--- src/rtl/i2c_cmd_queue_if.sv ---
// Command, response and I2C-master-facing signals of i2c_cmd_queue.
// slave: the queue itself; master: the CPU / I2C master side around it.
interface i2c_cmd_queue_if;
  logic        cmd_valid;
  logic [31:0] cmd_data;
  logic        cmd_read;
  logic        cmd_ready;
  logic [31:0] m_ctrl_data;
  logic        m_wr_ctrl;
  logic        m_read;
  logic [31:0] m_status;
  logic        rsp_valid;
  logic [31:0] rsp_data;
  logic        rsp_ready;

  modport slave (
    input  cmd_valid, cmd_data, cmd_read, m_status, rsp_ready,
    output cmd_ready, m_ctrl_data, m_wr_ctrl, m_read, rsp_valid, rsp_data
  );

  modport master (
    output cmd_valid, cmd_data, cmd_read, m_status, rsp_ready,
    input  cmd_ready, m_ctrl_data, m_wr_ctrl, m_read, rsp_valid, rsp_data
  );
endinterface

--- src/rtl/i2c_cmd_queue.sv ---
// Command/response sequencer in front of the I2C master core.
// Define I2C_CMD_QUEUE_TIMEOUT_EN to add the ACCEPT/RUN watchdog (TIMEOUT_CYCLES).
module i2c_cmd_queue #(
  parameter int CMD_DEPTH      = 4,
  parameter int RSP_DEPTH      = 4,
  parameter int TIMEOUT_CYCLES = 65535
) (
  input  logic           clk,
  input  logic           resetn,
  i2c_cmd_queue_if.slave bus,
  output logic [4:0]     cmd_level,
  output logic [4:0]     rsp_level,
  output logic           engine_busy
);
  localparam int CAW = $clog2(CMD_DEPTH);
  localparam int RAW = $clog2(RSP_DEPTH);

  if (CMD_DEPTH < 2 || CMD_DEPTH > 16 || (CMD_DEPTH & (CMD_DEPTH - 1)) != 0 ||
      RSP_DEPTH < 2 || RSP_DEPTH > 16 || (RSP_DEPTH & (RSP_DEPTH - 1)) != 0 ||
      TIMEOUT_CYCLES < 1) begin : g_bad_params
    $error("i2c_cmd_queue: illegal parameter value");
  end

  typedef enum logic [2:0] {IDLE, ISSUE, ACCEPT, RUN, CAPTURE} state_t;

  state_t state, next_state;
  logic   timeout_expired;
  logic   rsp_timeout;

  // Command FIFO: entry = {read, ctrl word}
  logic [32:0]    cmd_mem [CMD_DEPTH];
  logic [CAW-1:0] cmd_wr_ptr, cmd_rd_ptr;
  logic [4:0]     cmd_count;
  logic           cmd_push, cmd_pop;
  logic [32:0]    cmd_head;

  assign bus.cmd_ready = (cmd_count != 5'(CMD_DEPTH));
  assign cmd_push      = bus.cmd_valid & bus.cmd_ready;
  assign cmd_pop       = (state == ISSUE);
  assign cmd_head      = cmd_mem[cmd_rd_ptr];

  // NOTE: state uses <= so every flop samples pre-edge values; = here would order-couple the blocks.
  always_ff @(posedge clk or negedge resetn) begin
    if (!resetn) begin
      cmd_wr_ptr <= '0;
      cmd_rd_ptr <= '0;
      cmd_count  <= '0;
    end else begin
      if (cmd_push) cmd_wr_ptr <= cmd_wr_ptr + 1'b1;
      if (cmd_pop)  cmd_rd_ptr <= cmd_rd_ptr + 1'b1;
      case ({cmd_push, cmd_pop})
        2'b10:   cmd_count <= cmd_count + 5'd1;
        2'b01:   cmd_count <= cmd_count - 5'd1;
        default: ;
      endcase
    end
  end

  // NOTE: storage arrays are not reset; the pointers alone define which entries are valid.
  always_ff @(posedge clk) begin
    if (cmd_push) cmd_mem[cmd_wr_ptr] <= {bus.cmd_read, bus.cmd_data};
  end

  // Response FIFO, first-word fall-through
  logic [31:0]    rsp_mem [RSP_DEPTH];
  logic [RAW-1:0] rsp_wr_ptr, rsp_rd_ptr;
  logic [4:0]     rsp_count;
  logic           rsp_push, rsp_pop;

  assign rsp_push      = (state == CAPTURE);
  assign bus.rsp_valid = (rsp_count != 5'd0);
  assign rsp_pop       = bus.rsp_valid & bus.rsp_ready;
  assign bus.rsp_data  = rsp_mem[rsp_rd_ptr];

  always_ff @(posedge clk or negedge resetn) begin
    if (!resetn) begin
      rsp_wr_ptr <= '0;
      rsp_rd_ptr <= '0;
      rsp_count  <= '0;
    end else begin
      if (rsp_push) rsp_wr_ptr <= rsp_wr_ptr + 1'b1;
      if (rsp_pop)  rsp_rd_ptr <= rsp_rd_ptr + 1'b1;
      case ({rsp_push, rsp_pop})
        2'b10:   rsp_count <= rsp_count + 5'd1;
        2'b01:   rsp_count <= rsp_count - 5'd1;
        default: ;
      endcase
    end
  end

  always_ff @(posedge clk) begin
    if (rsp_push) rsp_mem[rsp_wr_ptr] <= {rsp_timeout, bus.m_status[30:0]};
  end

  // Sequencer FSM
  always_ff @(posedge clk or negedge resetn) begin
    if (!resetn) state <= IDLE;
    else         state <= next_state;
  end

  // NOTE: next_state is defaulted first so no path through the case leaves it unassigned (no latch).
  always_comb begin
    next_state = state;
    case (state)
      // Only one transaction is ever in flight, so a free slot now is a reserved slot.
      IDLE:    if (cmd_count != 5'd0 && rsp_count != 5'(RSP_DEPTH) && !bus.m_status[31])
                 next_state = ISSUE;
      ISSUE:   next_state = ACCEPT;
      ACCEPT:  if (bus.m_status[31])      next_state = RUN;
               else if (timeout_expired)  next_state = CAPTURE;
      RUN:     if (!bus.m_status[31])     next_state = CAPTURE;
               else if (timeout_expired)  next_state = CAPTURE;
      CAPTURE: next_state = IDLE;
      default: next_state = IDLE;
    endcase
  end

  // Master-facing outputs are flopped from next_state so they align exactly with ISSUE..RUN.
  always_ff @(posedge clk or negedge resetn) begin
    if (!resetn) begin
      bus.m_wr_ctrl   <= 1'b0;
      bus.m_read      <= 1'b0;
      bus.m_ctrl_data <= '0;
    end else begin
      bus.m_wr_ctrl <= (next_state == ISSUE);
      if (next_state == ISSUE) begin
        bus.m_ctrl_data <= cmd_head[31:0];
        bus.m_read      <= cmd_head[32];
      end else if (next_state == CAPTURE) begin
        bus.m_read <= 1'b0;
      end
    end
  end

`ifdef I2C_CMD_QUEUE_TIMEOUT_EN
  localparam int TW = $clog2(TIMEOUT_CYCLES + 1);

  logic [TW-1:0] tmo_cnt;
  logic          tmo_flag;

  assign timeout_expired = (state == ACCEPT || state == RUN) &&
                           (tmo_cnt == TW'(TIMEOUT_CYCLES - 1));
  assign rsp_timeout     = tmo_flag;

  // A RUN that ends normally on the expiry cycle is reported as a normal completion.
  always_ff @(posedge clk or negedge resetn) begin
    if (!resetn) begin
      tmo_cnt  <= '0;
      tmo_flag <= 1'b0;
    end else if (state == ISSUE) begin
      tmo_cnt  <= '0;
      tmo_flag <= 1'b0;
    end else if (state == ACCEPT || state == RUN) begin
      tmo_cnt <= tmo_cnt + 1'b1;
      if (timeout_expired && next_state == CAPTURE && (state == ACCEPT || bus.m_status[31]))
        tmo_flag <= 1'b1;
    end
  end
`else
  assign timeout_expired = 1'b0;
  assign rsp_timeout     = 1'b0;
`endif

  assign cmd_level   = cmd_count;
  assign rsp_level   = rsp_count;
  assign engine_busy = (state != IDLE);
endmodule

--- src/flat_wrapper.sv ---
// flat-port wrapper written by rule: the top's interface ports become plain ports
module i2c_cmd_queue_flat 
#(
  parameter int CMD_DEPTH      = 4,
  parameter int RSP_DEPTH      = 4,
  parameter int TIMEOUT_CYCLES = 65535
)
  (clk, resetn, cmd_level, rsp_level, engine_busy, bus_cmd_valid, bus_cmd_data, bus_cmd_read, bus_m_status, bus_rsp_ready, bus_cmd_ready, bus_m_ctrl_data, bus_m_wr_ctrl, bus_m_read, bus_rsp_valid, bus_rsp_data);
  i2c_cmd_queue_if bus_i ();
  input  logic clk;
  input  logic resetn;
  output logic [4:0] cmd_level;
  output logic [4:0] rsp_level;
  output logic engine_busy;
  input wire logic [$bits(bus_i.cmd_valid)-1:0] bus_cmd_valid;
  input wire logic [$bits(bus_i.cmd_data)-1:0] bus_cmd_data;
  input wire logic [$bits(bus_i.cmd_read)-1:0] bus_cmd_read;
  input wire logic [$bits(bus_i.m_status)-1:0] bus_m_status;
  input wire logic [$bits(bus_i.rsp_ready)-1:0] bus_rsp_ready;
  output wire logic [$bits(bus_i.cmd_ready)-1:0] bus_cmd_ready;
  output wire logic [$bits(bus_i.m_ctrl_data)-1:0] bus_m_ctrl_data;
  output wire logic [$bits(bus_i.m_wr_ctrl)-1:0] bus_m_wr_ctrl;
  output wire logic [$bits(bus_i.m_read)-1:0] bus_m_read;
  output wire logic [$bits(bus_i.rsp_valid)-1:0] bus_rsp_valid;
  output wire logic [$bits(bus_i.rsp_data)-1:0] bus_rsp_data;
  assign bus_i.cmd_valid = bus_cmd_valid;
  assign bus_i.cmd_data = bus_cmd_data;
  assign bus_i.cmd_read = bus_cmd_read;
  assign bus_i.m_status = bus_m_status;
  assign bus_i.rsp_ready = bus_rsp_ready;
  assign bus_cmd_ready = bus_i.cmd_ready;
  assign bus_m_ctrl_data = bus_i.m_ctrl_data;
  assign bus_m_wr_ctrl = bus_i.m_wr_ctrl;
  assign bus_m_read = bus_i.m_read;
  assign bus_rsp_valid = bus_i.rsp_valid;
  assign bus_rsp_data = bus_i.rsp_data;
  i2c_cmd_queue #(.CMD_DEPTH(CMD_DEPTH), .RSP_DEPTH(RSP_DEPTH), .TIMEOUT_CYCLES(TIMEOUT_CYCLES)) u_core (.clk(clk), .resetn(resetn), .bus(bus_i), .cmd_level(cmd_level), .rsp_level(rsp_level), .engine_busy(engine_busy));
endmodule
--- config.mk ---
export PLATFORM = sky130hd
export DESIGN_NAME = i2c_cmd_queue_flat
export DESIGN_NICKNAME = d
export VERILOG_FILES = /design/src/rtl/i2c_cmd_queue_if.sv /design/src/rtl/i2c_cmd_queue.sv /design/src/flat_wrapper.sv
export SDC_FILE = /design/constraint.sdc
export NUM_CORES = 1
export LEC_CHECK = 0
export ABC_AREA = 1
export BUFFER_PORTS_ARGS = -buffer_cell sky130_fd_sc_hd__buf_2
export CORE_ASPECT_RATIO = 2
export CORE_MARGIN = 5
export CORE_UTILIZATION = 53
export CTS_CLUSTER_DIAMETER = 50
export DETAILED_ROUTE_END_ITERATION = 12
export PLACE_DENSITY = 0.71
export SYNTH_ARGS = -nofsm -noshare
export SYNTH_HDL_FRONTEND = slang
export SYNTH_SLANG_ARGS = --single-unit
--- constraint.sdc ---
create_clock -name clk -period 4.2 [get_ports clk]
set_clock_uncertainty 0.2 [all_clocks]
set_input_delay 0.63 -clock clk [delete_from_list [all_inputs] [get_ports clk]]
set_output_delay 0.63 -clock clk [all_outputs]
set_load 0.005 [all_outputs]
-- Word-level counts from Yosys, hierarchy flattened
Memories as Yosys holds them, arrays and structs flattened.
Index checks and enable logic that the tools add are counted.
W data, S select, Z words.
- flip-flop bits (word level): 55
- bits in writable memories: 256
- bits of input ports: 69
- output and inout port bits: 79
- logic and storage cells: 56
- memories kept: 2
- add/subtract/negate cells: 8
- equality and inequality tests: 12
- muxes and demuxes: 12
- bitwise logic cells: 2
- reductions and logical operators: 10
- memory list (name ; depth ; width ; read ports ; clocked after memory_dff ; wr ports ; line ; RTL):
    u_core.cmd_mem ; 4 ; 33 ; 1 ; 0 ; 1 ; i2c_cmd_queue.sv:31 ; logic [32:0] cmd_mem [CMD_DEPTH];
    u_core.rsp_mem ; 4 ; 31 ; 1 ; 0 ; 1 ; i2c_cmd_queue.sv:65 ; logic [31:0] rsp_mem [RSP_DEPTH];
- operators by type and width (kind ; count):
    $pmux W5 S2 ; 2
    $pmux W3 S4 ; 1
    $add A5 B1 Y5 const B ; 2
    $ne A5 B3 Y1 const B ; 2
    $reduce_bool A5 Y1 ; 2
    $sub A5 B1 Y5 const B ; 2
    $mux W3 ; 3
    $add A2 B1 Y2 const B ; 4
    $eq A3 B1 Y1 const B ; 2
    $eq A3 B2 Y1 const B ; 2
    $eq A3 B3 Y1 const B ; 2
    $mux W1 ; 6
    $reduce_bool A2 Y1 ; 3
    $eq A2 B1 Y1 const B ; 2
    $eq A2 B2 Y1 const B ; 2
    $logic_not A3 Y1 ; 1
    $reduce_bool A3 Y1 ; 1
    $and A1 B1 Y1 ; 2
    $logic_and A1 B1 Y1 ; 2
    $logic_not A1 Y1 ; 1

-- Depth between registers and ports, before layout
Gate-level depths: netlist (run 1).
- depth in word-level cells: 8
- mapped depth: 14
- mapped depth without buffers: 14

-- Worst setup path after synthesis (run 1)
No wires, ideal clock.
- path type: reg-to-reg
- from: reg u_core.cmd_count[0] (netlist: u_core.cmd_level[0])
- to: mem u_core.cmd_mem[0][0], enable pin
- setup time: 423 ps
- arrival time: 2193 ps
- required time: 3577 ps
- path slack: 1384 ps
- stages on the path, launching flop included: 5
- buffers on the path: 0
- period minus slack after synthesis: 2816 ps
- path through: dfrtp_1 > nor2_1 > nand3_1 > nand2_2 > nor2_1
- word-level cells in the longest chain between the ends: 4
- ends and longest elaborated chain (what ; line ; RTL):
    from (decl) ; i2c_cmd_queue.sv:33 ; logic [4:0] cmd_count;
    from (signal assigned) ; i2c_cmd_queue.sv:52 ; 2'b10: cmd_count <= cmd_count + 5'd1;
    from (signal assigned) ; i2c_cmd_queue.sv:53 ; 2'b01: cmd_count <= cmd_count - 5'd1;
    $ne A5 B3 Y1 ; i2c_cmd_queue.sv:37 ; assign bus.cmd_ready = (cmd_count != 5'(CMD_DEPTH));
    net bus_cmd_ready ; flat_wrapper.sv:20 ; output wire logic [$bits(bus_i.cmd_ready)-1:0] bus_cmd_ready;
    $and A1 B1 Y1 ; i2c_cmd_queue.sv:38 ; assign cmd_push = bus.cmd_valid & bus.cmd_ready;
    $mux W1 ; i2c_cmd_queue.sv:61 ; if (cmd_push) cmd_mem[cmd_wr_ptr] <= {bus.cmd_read, bus.cmd_data};
    $mux W1 (not written as such) ; i2c_cmd_queue.sv:61 ;
    to (decl) ; i2c_cmd_queue.sv:31 ;
The timed path passes the listed nets, and every way through them passes these cells.

-- Worst setup path after layout (run 1)
- from: reg u_core.rsp_rd_ptr[0]
- to: out bus_rsp_data[3]
- word-level cells in the longest chain between the ends: 1
- ends and longest elaborated chain (what ; line ; RTL):
    from (decl) ; i2c_cmd_queue.sv:66 ; logic [RAW-1:0] rsp_wr_ptr, rsp_rd_ptr;
    from (signal assigned) ; i2c_cmd_queue.sv:82 ; if (rsp_pop) rsp_rd_ptr <= rsp_rd_ptr + 1'b1;
    $mem_v2 Z4 W31 ; n/a ;
    to (decl) ; flat_wrapper.sv:25 ; output wire logic [$bits(bus_i.rsp_data)-1:0] bus_rsp_data;
Every way passes these cells.

==> results of run 1 <==
[cell type report]
| class | instances | area, µm² |
|---|---|---|
| Antenna cell | 1 | 2.50 |
| Sequential cell | 311 | 9070 |
| Inverter | 167 | 627 |
| Fill cell | 1841 | 9140 |
| Multi-Input combinational cell | 613 | 2970 |
| Clock buffer | 33 | 718 |
| Timing Repair Buffer | 158 | 821 |
| Clock inverter | 15 | 215 |
| Tap cell | 287 | 359 |
[state kept, by name, summed over array words and instances (netlist names), 2 cells and up]
register / count
u_core.cmd_wr_ptr: 2
u_core.rsp_level: 5
u_core.bus.m_ctrl_data: 32
u_core.rsp_mem: 124
u_core.cmd_rd_ptr: 2
u_core.rsp_rd_ptr: 2
u_core.cmd_mem: 132
u_core.cmd_level: 5
u_core.state: 3
u_core.rsp_wr_ptr: 2
[layer usage]
layer / global-route usage [%] / routed length, µm / up-vias
li1: - / - / 4037
met1: 21.3 / 10100 / 3999
met2: 38.9 / 15400 / 210
met3: 3.43 / 1380 / 43
met4: 6.67 / 607 / 4
met5: 0 / 21 / -
[cell families after synthesis]
group                    Yosys count
AO/OA/AOI/OAI                    106
XOR/XNOR                          12
adder cells (fa/ha/maj)           18
buffers and inverters            218
flip-flops                       311
other                              1
AND/OR/NAND/NOR                  476
[per-stage QoR]
stage | worst slack (ns) | power [µW] | instance area (µm²) | hold slack (ns) | utilization, %
global route | 0.898 | 10700 | 14800 | 0.0766 | 61.8
global placement | 1.66 | 7450 | 13800 | 0.257 | 57.9
detailed placement | 1.58 | 7540 | 13800 | 0.260 | 57.9
floorplan | 1.38 | 6350 | 12900 | 0.134 | -
CTS | 1.01 | 10200 | 14800 | 0.0284 | 61.8
finish | 1.08 | 10000 | 14800 | 0.0118 | 61.8
[critical path, cell delays in order, from the launching register on]
cell and delay, ns:
sky130_fd_sc_hd__dfrtp_2 0.40, sky130_fd_sc_hd__inv_2 0.72, sky130_fd_sc_hd__o21ai_0 0.21, sky130_fd_sc_hd__o22ai_1 0.23
sky130_fd_sc_hd__buf_2 0.16
[worst paths after layout]
| check | startpoint | end | slack (ns) |
|---|---|---|---|
| setup / recovery | u_core.rsp_rd_ptr[0] | bus_rsp_data[3] | 1.08 |
| hold / removal | resetn | u_core.bus.m_ctrl_data[21] | 0.01 |
| setup reg to reg | u_core.state[1] | u_core.rsp_level[2] | 1.55 |
| hold reg to reg | u_core.bus.m_ctrl_data[13] | u_core.bus.m_ctrl_data[13] | 0.27 |
| max in group asynchronous | resetn | u_core.rsp_rd_ptr[0] | 2.94 |
| min in group clk | bus_cmd_data[4] | u_core.cmd_mem[1][4] | 0.10 |
[layout by cell type (no fill, tap or decap), drive strengths merged]
cell type / Yosys / final
clkinv: 0 / 6
o22ai: 31 / 31
nand3: 112 / 112
buf: 28 / 158
xnor2: 5 / 5
nand4: 2 / 2
nor3: 1 / 1
clkinvlp: 0 / 3
edfxtp: 256 / 256
fa: 2 / 2
diode: 0 / 1
nor2: 88 / 88
xor2: 7 / 7
nand3b: 3 / 3
ha: 16 / 16
a21oi: 6 / 6
dfrtp: 55 / 55
inv: 167 / 168
conb: 1 / 1
o21ai: 69 / 69
bufinv: 0 / 5
clkbuf: 23 / 33
nand2: 270 / 270
[power by group]
| group | internal, µW | switching (µW) | total (µW) |
|---|---|---|---|
| sequential | 3920 | 257 | 4180 |
| clock | 1530 | 1080 | 2600 |
| combinational | 1110 | 2160 | 3270 |
| total | 6550 | 3490 | 10000 |
==> summary.md, run 1 <==
The post-cts hold buffer count came out at 0. After Yosys synthesis, full adders, half adders and majority gates account for 1.87% of the synthesized area. Yosys printed 0 warnings. The floorplan step defined a die boundary enclosing 0.0277 mm².

Initial antenna violation count: 4. The tools report the final hold violation count as 0. The flow ran to the end, and the final reports show no timing, DRC or antenna violations.

The type of the worst setup path was register to output pin. The first TritonRoute pass finished after 5 iterations. In this run, synthesis inferred 256 flip-flops with an integrated enable.

After detailed routing, the number of remaining DRC violations is 0. The global-route wire length before repair is 43.7 mm, and the post-CTS setup buffer count is 0. The share of the synthesized area in the top cell type works out to 59.7%. In the final design database the tool counted 1364 nets. By count the netlist is led by 268 x sky130_fd_sc_hd__nand2_1, 256 x sky130_fd_sc_hd__edfxtp_1, 165 x sky130_fd_sc_hd__inv_1. The number of nets handed over by synthesis was 1229.

Counting I/O delays and the setup requirement, the final critical path takes 3.12 ns. The async set-reset flop share out of synthesis works out to 17.7%. The largest net degree at the start of global routing was 67; the horizontal extent of the die was 120 µm. Power spread over the standard cell area amounts to 680 mW/mm². Clock-pin slew was measured on the worst setup and hold paths at 0.07 ns.

Summing the areas of all compound-gate instances in the mapped netlist gives 4.42% of the synthesized area. The count of input and output buffers is 146. Of the cells placed in the final design, the portion with a size suffix greater than 1 is 17.1%. The main flop type after synthesis was sky130_fd_sc_hd__edfxtp_1. The path class of the tightest hold or removal check is primary input to async pin. After detailed routing, the number of vias per cell comes to 5.23.

The most numerous cell in the Yosys netlist is sky130_fd_sc_hd__nand2_1. The peak supply drop is 0.469 mV. The run gives 0 as the quantity of gates resized following cts. Summed over all failing endpoints, the final setup total negative slack is 0 ns. The run gives 455 as the violation count after the first detailed-routing iteration. Top cell type by total area after synthesis: sky130_fd_sc_hd__edfxtp_1. The transition at the pin with the smallest max-transition slack was 1.04 ns. For the H-tree depth, the log shows 1. The run gives 70.4% as the sequential cell area fraction in the yosys report.

The post-synthesis share of cell area spent on and, or, nand and nor gates was 15.5%. The logs give 0.54 ns for the insertion delay to the later sink of the worst-skew pair and 0 for the post-route antenna net violation count. For the final-report max-slew violation count, the log shows 0.

The logs give 0.0129 mm² for the combined area of all synthesized cells and 30.3% for the max-slew headroom at the worst pin. The post-detailed-route wirelength per cell is 17.3 µm, and the post-synthesis to final-layout area growth is 14.9%. By area the synthesized netlist is led by sky130_fd_sc_hd__edfxtp_1 60%, sky130_fd_sc_hd__dfrtp_1 11%, sky130_fd_sc_hd__nand2_1 7.8%. The critical path startpoint category is a register. Number of CTS-inserted buffers: 26. The main combinational cell family by area after synthesis was simple AND/OR/NAND/NOR gates. The total via count in the routed design was 8293; the register bit total from synthesis was 311. Xor-xnor portion of the synthesized cell area: 0.817%. TritonCTS built the clock tree. For this run, the number of standard cells in the final layout without fillers is 1585. The via count of the first global-routing pass is 8465.

After floorplanning, the core was sized to cover 0.0239 mm². The worst-path maximum fanout is 63, and the number of cells after detailed placement is 1536. The congestion estimate from routability-driven global placement came to 0.815. After legalization and detailed placement, the total HPWL measured 17.0 mm. Number of setup violations in the final report: 0. The root buffer cell chosen for the clock tree is sky130_fd_sc_hd__clkbuf_16.

The die span in y is 230 µm, and the total wire length is 27.5 mm. Data on the critical path is required at its endpoint by 3.37 ns. Measured against the total synthesized area, the mux share comes to 0%.

The number of different library cells used by synthesis comes to 28. The number of buffers between clock root and the deepest sink is 3. Max-cap violations in this run came to 0. Total grt overflow: 0. The initial utilization of the core area, before any placement, comes to 53.8%. The number of rows in the core area was 80. In the finished design, the share of the clock period the worst path needs comes to 74.2%. For this design the top-level I/O count stands at 148. The run gives 0.00644 µW as the static leakage power. The worst setup path is captured at an output pin. Setup repair after global routing left no endpoint under its margin. After synthesis, the mean cell area works out to 11.3 µm². The number of cells on the worst reg-to-reg path works out to 9.

Based on the critical path, the design can be clocked at up to 0.321 GHz. In the global route stage, overall resource usage came out at 20.0%. The synthesized instance count was 1142; the TritonCTS sink count was 311. At the worst endpoint, the arrival time is 2.29 ns.
Power figures use the tool's default switching activity.
==> run 2: changes to the inputs <==
- clock period: 4.2 -> 3.3 ns (I/O delays scaled with it)
==> summary.md, run 2 (synthesis gave the netlist of run 1 again) <==
The violation count after the first detailed-routing iteration came out at 545. For the data required time of the worst path, the log shows 2.60 ns. The most critical setup path has its startpoint at u_core.rsp_rd_ptr[0]. The logs give 0.72 ns for the worst-case register-to-register setup slack and 1659 for the final cell count without fillers.

Wires add up to 27.7 mm. The library cell used most frequently in the layout, excluding fill and tap cells, is sky130_fd_sc_hd__nand2_1. The worst-path maximum fanout was 63. STA classifies the critical path endpoint as an output pin. After detailed routing, the number of vias per cell comes to 5.23.

The repair_antennas step left the layout with diodes totalling 0. Detailed routing inserted a total of 8672 vias. The clock drives 311 sinks.

Along the worst hold path, the cell count comes to 2. Across the VDD grid, the largest voltage drop is 0.596 mV. Half-perimeter wire length after placement: 16.9 mm. Cells fill 64.3% of the core in the end. Initial antenna violation count: 2. The worst setup path is launched from a register. The post-detailed-route wirelength per cell was 16.7 µm; the floorplan core area was 0.0239 mm². The largest net degree at the start of global routing is 69, and the post-synthesis to final-layout area growth is 19.6%. Following the worst setup path forward leads to its endpoint at bus_rsp_data[25].

In this run the horizontal extent of the chip is 120 µm. From bottom edge to top edge, the die measures 230 µm. The sequential cells in the finished layout cover a total of 0.00907 mm².

The type of the worst setup path is register to output pin. The total power density per cell area was 810 mW/mm²; the area of the die was 0.0277 mm². The first global-routing pass estimated 44.4 mm of wire. The clock edge transition at the registers on the reported setup and hold paths is 0.07 ns.

The register with the most flip-flops in the layout has 132 of them. Across every metal layer, demand over resource in global routing totals 20.2%. The top cell types in the final layout, fill and taps aside, are 268 x sky130_fd_sc_hd__nand2_1, 256 x sky130_fd_sc_hd__edfxtp_1, 165 x sky130_fd_sc_hd__inv_1, 146 x sky130_fd_sc_hd__buf_2, 110 x sky130_fd_sc_hd__nand3_1. The insertion delay to the later sink of the worst-skew pair was 0.54 ns; the number of setup violations in the final report was 0.

The via count of the first global-routing pass came out at 8896. The run finished with clean final reports. Top register by number of flip-flops: u_core.cmd_mem. The final estimated routing congestion in global placement was 0.780; the number of CTS-inserted buffers was 26. The max-cap check violation count was 0; the number of cells after detailed placement was 1546. The largest registers in the layout are u_core.cmd_mem (132), u_core.rsp_mem (124), u_core.bus.m_ctrl_data (32).

In this run the tightest slew margin relative to its limit is 48.6%. Final hold violation count: 0. The count of nets left with antenna violations once routing finished came out at 0.

Input and output buffers added on the ports amount to 146. After floorplanning, the core was divided into 80 placement rows. In the final layout, the multi-input gates occupy 0.00297 mm².

The endpoint identified for the worst register-to-register timing path is u_core.cmd_level[3]. CTS placed an instance of sky130_fd_sc_hd__clkbuf_16 at the clock tree root. The fraction of the cycle the final worst path needs is 81.5%. The layout cell share with drive strength beyond 1 is 16.5%, and the number of cells on the worst reg-to-reg path is 9. H-tree depth: 1. For this run, the post-layout net count is 1439. After detailed routing, the number of remaining DRC violations is 0. The number of fill cells was 1818. Class of the tightest hold or removal check: primary input to register. Summed over all layers, the global routing overflow is 0. Post-cts hold buffer count: 65. 148 I/O pins were placed. The starting density of the core is 53.8%, and the total negative slack for setup checks is 0 ns.

For the final-report max-slew violation count, the log shows 0. Timing-limited maximum frequency: 0.372 GHz. In this run the critical register-to-register path is launched from u_core.cmd_level[0].

Buffers added to address setup during post-CTS repair amount to 0. The logs give 1.99 ns for the data arrival time of the critical path and 7 for the first-pass iteration count of the detailed router. Setup repair after global routing left no endpoint under its margin. TritonCTS built the clock tree. Summed over all cells, the static leakage comes to 0.00671 µW.

Once the clock tree was built, the resizer swapped 0 gates to a different size. The transition at the pin with the smallest max-transition slack was 0.771 ns; the final critical path time including I/O delays and setup was 2.69 ns. In this run the deepest clock path goes through 3 buffers.
run 2: critical path, cell delays in order (launching register included):
cell and delay, ns:
sky130_fd_sc_hd__dfrtp_2 0.36, sky130_fd_sc_hd__buf_4 0.50, sky130_fd_sc_hd__o21ai_0 0.19, sky130_fd_sc_hd__o22ai_1 0.22, sky130_fd_sc_hd__buf_2 0.15
run 2: worst min path at each step:
stage	from	slack, ns	endpoint
after floorplan	resetn	-0.0006	u_core.bus.m_ctrl_data[0]
after global placement	u_core.bus.m_ctrl_data[24]	0.26	u_core.bus.m_ctrl_data[24]
after detailed placement	u_core.bus.m_ctrl_data[13]	0.26	u_core.bus.m_ctrl_data[13]
after CTS	bus_m_status[31]	0.03	u_core.state[2]
after global routing	bus_m_status[31]	0.06	u_core.state[2]
final	bus_m_status[31]	0.06	u_core.state[2]
run 2: layout make-up:
class | instances | area share, %
Timing Repair Buffer | 233 | 10.2
Multi-Input combinational cell | 613 | 19.3
Sequential cell | 311 | 58.9
Clock buffer | 36 | 4.74
Clock inverter | 12 | 0.407
Tap cell | 287 | 2.33
Inverter | 167 | 4.07
run 2: metrics by stage:
stage | area (µm²) | hold slack [ns] | setup slack [ns] | total power (µW)
2_1_floorplan | 12900 | -0.000591 | 0.484 | 8080
3_3_place_gp | 13900 | 0.258 | 0.814 | 9550
3_5_place_dp | 13900 | 0.261 | 0.732 | 9660
4_1_cts | 15400 | 0.0302 | 0.527 | 12600
5_1_grt | 15400 | 0.0569 | 0.445 | 13300
6_report | 15400 | 0.0564 | 0.612 | 12500
run 2: per-layer routing:
layer  GRT usage [%]  up-vias  wire length [µm]
met5               0        -                20
met4            8.39        4               886
met3            3.11       64              1440
met2            38.5      241             15300
met1            21.8     4172             10100
li1                -     4191                 -
run 2: where the power goes:
part | switching (µW) | internal (µW)
registers | 336 | 4990
clock network | 1320 | 1550
logic | 2750 | 1520
total | 4410 | 8050
==> run 3: changes to the inputs <==
- clock period: 3.3 -> 2.6 ns (I/O delays scaled with it)
==> summary.md, run 3 (synthesis gave the netlist of run 1 again) <==
The flow ran to the end, and the final reports show no timing, DRC or antenna violations. The area of the die was 0.0277 mm²; the total routing resource utilization after global routing was 20.3%. The run gives 0 as the total grt overflow. Entering global routing, the biggest net connects 56 pins. The root buffer cell chosen for the clock tree is sky130_fd_sc_hd__clkbuf_16. The post-synthesis to final-layout area growth was 21.2%; the static leakage power was 0.00680 µW.

The clock net in this run drives a total of 311 sinks. The standard cell with the maximum stage delay on the critical path is sky130_fd_sc_hd__dfrtp_2. In the final routed layout, each cell accounts on average for 16.6 µm. Power spread over the standard cell area amounts to 1030 mW/mm². The first routing iteration left 582 violations.

The horizontal extent of the die came out at 120 µm. The peak supply drop is 0.752 mV, and the first-pass iteration count of the detailed router is 5. The die is 230 µm tall. Boundary pin count: 148.

The post-CTS setup buffer count was 0; the total wire length was 27.8 mm. Traced cell by cell, the critical path runs through buf_4, o21ai_0, o22ai_1, buf_2. The worst setup path is of the register to output pin kind.

The launch point of the worst path was u_core.rsp_rd_ptr[0]. Global-route wire length before repair: 44.7 mm. The run gives 16.9 mm as the half-perimeter wire length after placement.

Following the worst setup path forward leads to its endpoint at bus_rsp_data[26]. The cell family contributing the most delay on the critical path is buffers and inverters. The data arrival time of the critical path was 1.85 ns.

The data required time of the worst path is 2.01 ns, and the number of rows in the core area is 80. The leading cell type in the layout, fill and taps excluded was sky130_fd_sc_hd__nand2_1. In the final layout, the share of cells above drive strength 1 is 17.2%. The critical path startpoint category is a register. The register area came out at 0.00907 mm².

The register with the most flip-flops in the final layout is u_core.cmd_mem. The DRC violation count after routing came out at 0. In the layout the commonest cells are 268 x sky130_fd_sc_hd__nand2_1, 256 x sky130_fd_sc_hd__edfxtp_1, 165 x sky130_fd_sc_hd__inv_1, 146 x sky130_fd_sc_hd__buf_2, 110 x sky130_fd_sc_hd__nand3_1. For the H-tree depth, the log shows 1. Setup slack on the worst reg-to-reg path comes out at 0.21 ns. The smallest clock period supported by the final layout is computed as 2.44 ns. For the pre-CTS worst setup slack, the log shows 0.206 ns. For this block, the via count after detailed routing is 8616. Across the run, the number of max-cap violations was 0. Once detail routing completed, the nets flagged for antenna violations numbered 0.

The tools report the final hold violation count as 0. The final layout contains 1451 nets. The number of CTS-inserted buffers came out at 27.

TritonCTS built the clock tree. In this run the critical register-to-register path is launched from u_core.rsp_level[4]. Floorplan core area: 0.0239 mm².

In this run the worst path has a maximum fanout of 38. Setup violations remaining at the end of the flow were counted as 0. The worst path meets setup with 0.162 ns of slack.

The largest registers in the layout are u_core.cmd_mem (132), u_core.rsp_mem (124), u_core.bus.m_ctrl_data (32). The clock edge transition at the registers on the reported setup and hold paths was 0.06 ns. The register with the most flip-flops in the layout has 132 of them. The via count of the first global-routing pass is 8978, and the final estimated routing congestion in global placement is 0.757. The initial antenna violation count was 1. At the end of the flow the core is filled with cells to 65.2%.

In this run the number of cells on the critical path is 4. For the starting density of the core, the log shows 53.8%. STA classifies the critical path endpoint as an output pin. On the worst path, the slowest cell contributes a delay of 0.39 ns.

For the antenna diode instance count, the log shows 0. The insertion delay to the later sink of the worst-skew pair was 0.53 ns; the count of input and output buffers was 146. Setup repair after global routing could not meet its margin everywhere. The class of the tightest hold or removal check is primary input to register.

The buffers plus inverters on the worst setup path was 2; the number of fill cells was 1749. Measured in cells, the most critical reg-to-reg path has a length of 14. The end of the worst register-to-register path is u_core.rsp_level[4]. After layout, the worst path uses 93.8% of the clock period. The timing-limited maximum frequency came out at 0.410 GHz. Routed via count divided by cell count: 5.16. The run gives 3 as the number of buffers between clock root and the deepest sink.

The run gives 0 as the final-report max-slew violation count. Summing all multi-input logic gate instances after layout gives 0.00297 mm².
[run 3: worst min-delay path by stage]
stage	from	end	slack [ns]	cells after the start
floorplan	resetn	u_core.bus.m_ctrl_data[0]	-0.11	0
global placement	resetn	u_core.bus.m_ctrl_data[22]	0.22	2
detailed placement	resetn	u_core.bus.m_ctrl_data[22]	0.22	2
CTS	bus_cmd_valid	u_core.cmd_wr_ptr[1]	0.13	5
global route	bus_cmd_valid	u_core.cmd_wr_ptr[1]	0.17	4
finish	bus_cmd_valid	u_core.cmd_wr_ptr[0]	0.15	4
[run 3: where the power goes]
group | switching (µW) | internal [µW] | total [µW]
clock | 1680 | 2100 | 3780
combinational | 3530 | 2040 | 5570
sequential | 404 | 6330 | 6730
[run 3: cell type report]
cell class                      instances  share of cell area, %
Inverter                              167                   4.03
Clock buffer                           35                   4.72
Clock inverter                         13                  0.650
Sequential cell                       311                   58.1
Multi-Input combinational cell        613                   19.1
Tap cell                              287                   2.30
Timing Repair Buffer                  244                   11.1
[run 3: routing by layer]
metal  global-route usage [%]  vias up  share of wire (%)
met4                     7.85        2                3.1
met2                     39.9      223                 56
met5                        0        -              0.040
met1                     21.3     4114                 36
li1                         -     4217                  -
met3                     2.67       60                5.0
[run 3: repair_timing]
action | in CTS | in global routing
endpoints found under the setup margin | 0 | 3
endpoints found under the hold margin | 314 | 0
hold buffers | 67 | 0
resized for setup | 0 | 3
[run 3: worst min-delay path, cell delays in order]
cell                      delay [ns]
sky130_fd_sc_hd__buf_2          0.10
sky130_fd_sc_hd__nand2_2        0.07
sky130_fd_sc_hd__buf_4          0.20
sky130_fd_sc_hd__xor2_1         0.09
[run 3: stage by stage]
stage / hold slack [ns] / total power [µW] / cell area, µm² / setup TNS [ns] / std cells
floorplan: -0.106 / 10300 / 12900 / -28.51 / 1142
global placement: 0.223 / 12200 / 14100 / 0 / 1555
detailed placement: 0.224 / 12400 / 14100 / 0 / 1555
CTS: 0.134 / 16300 / 15600 / 0 / 1670
global route: 0.167 / 17200 / 15600 / -0.0277 / 1670
finish: 0.151 / 16100 / 15600 / 0 / 1670
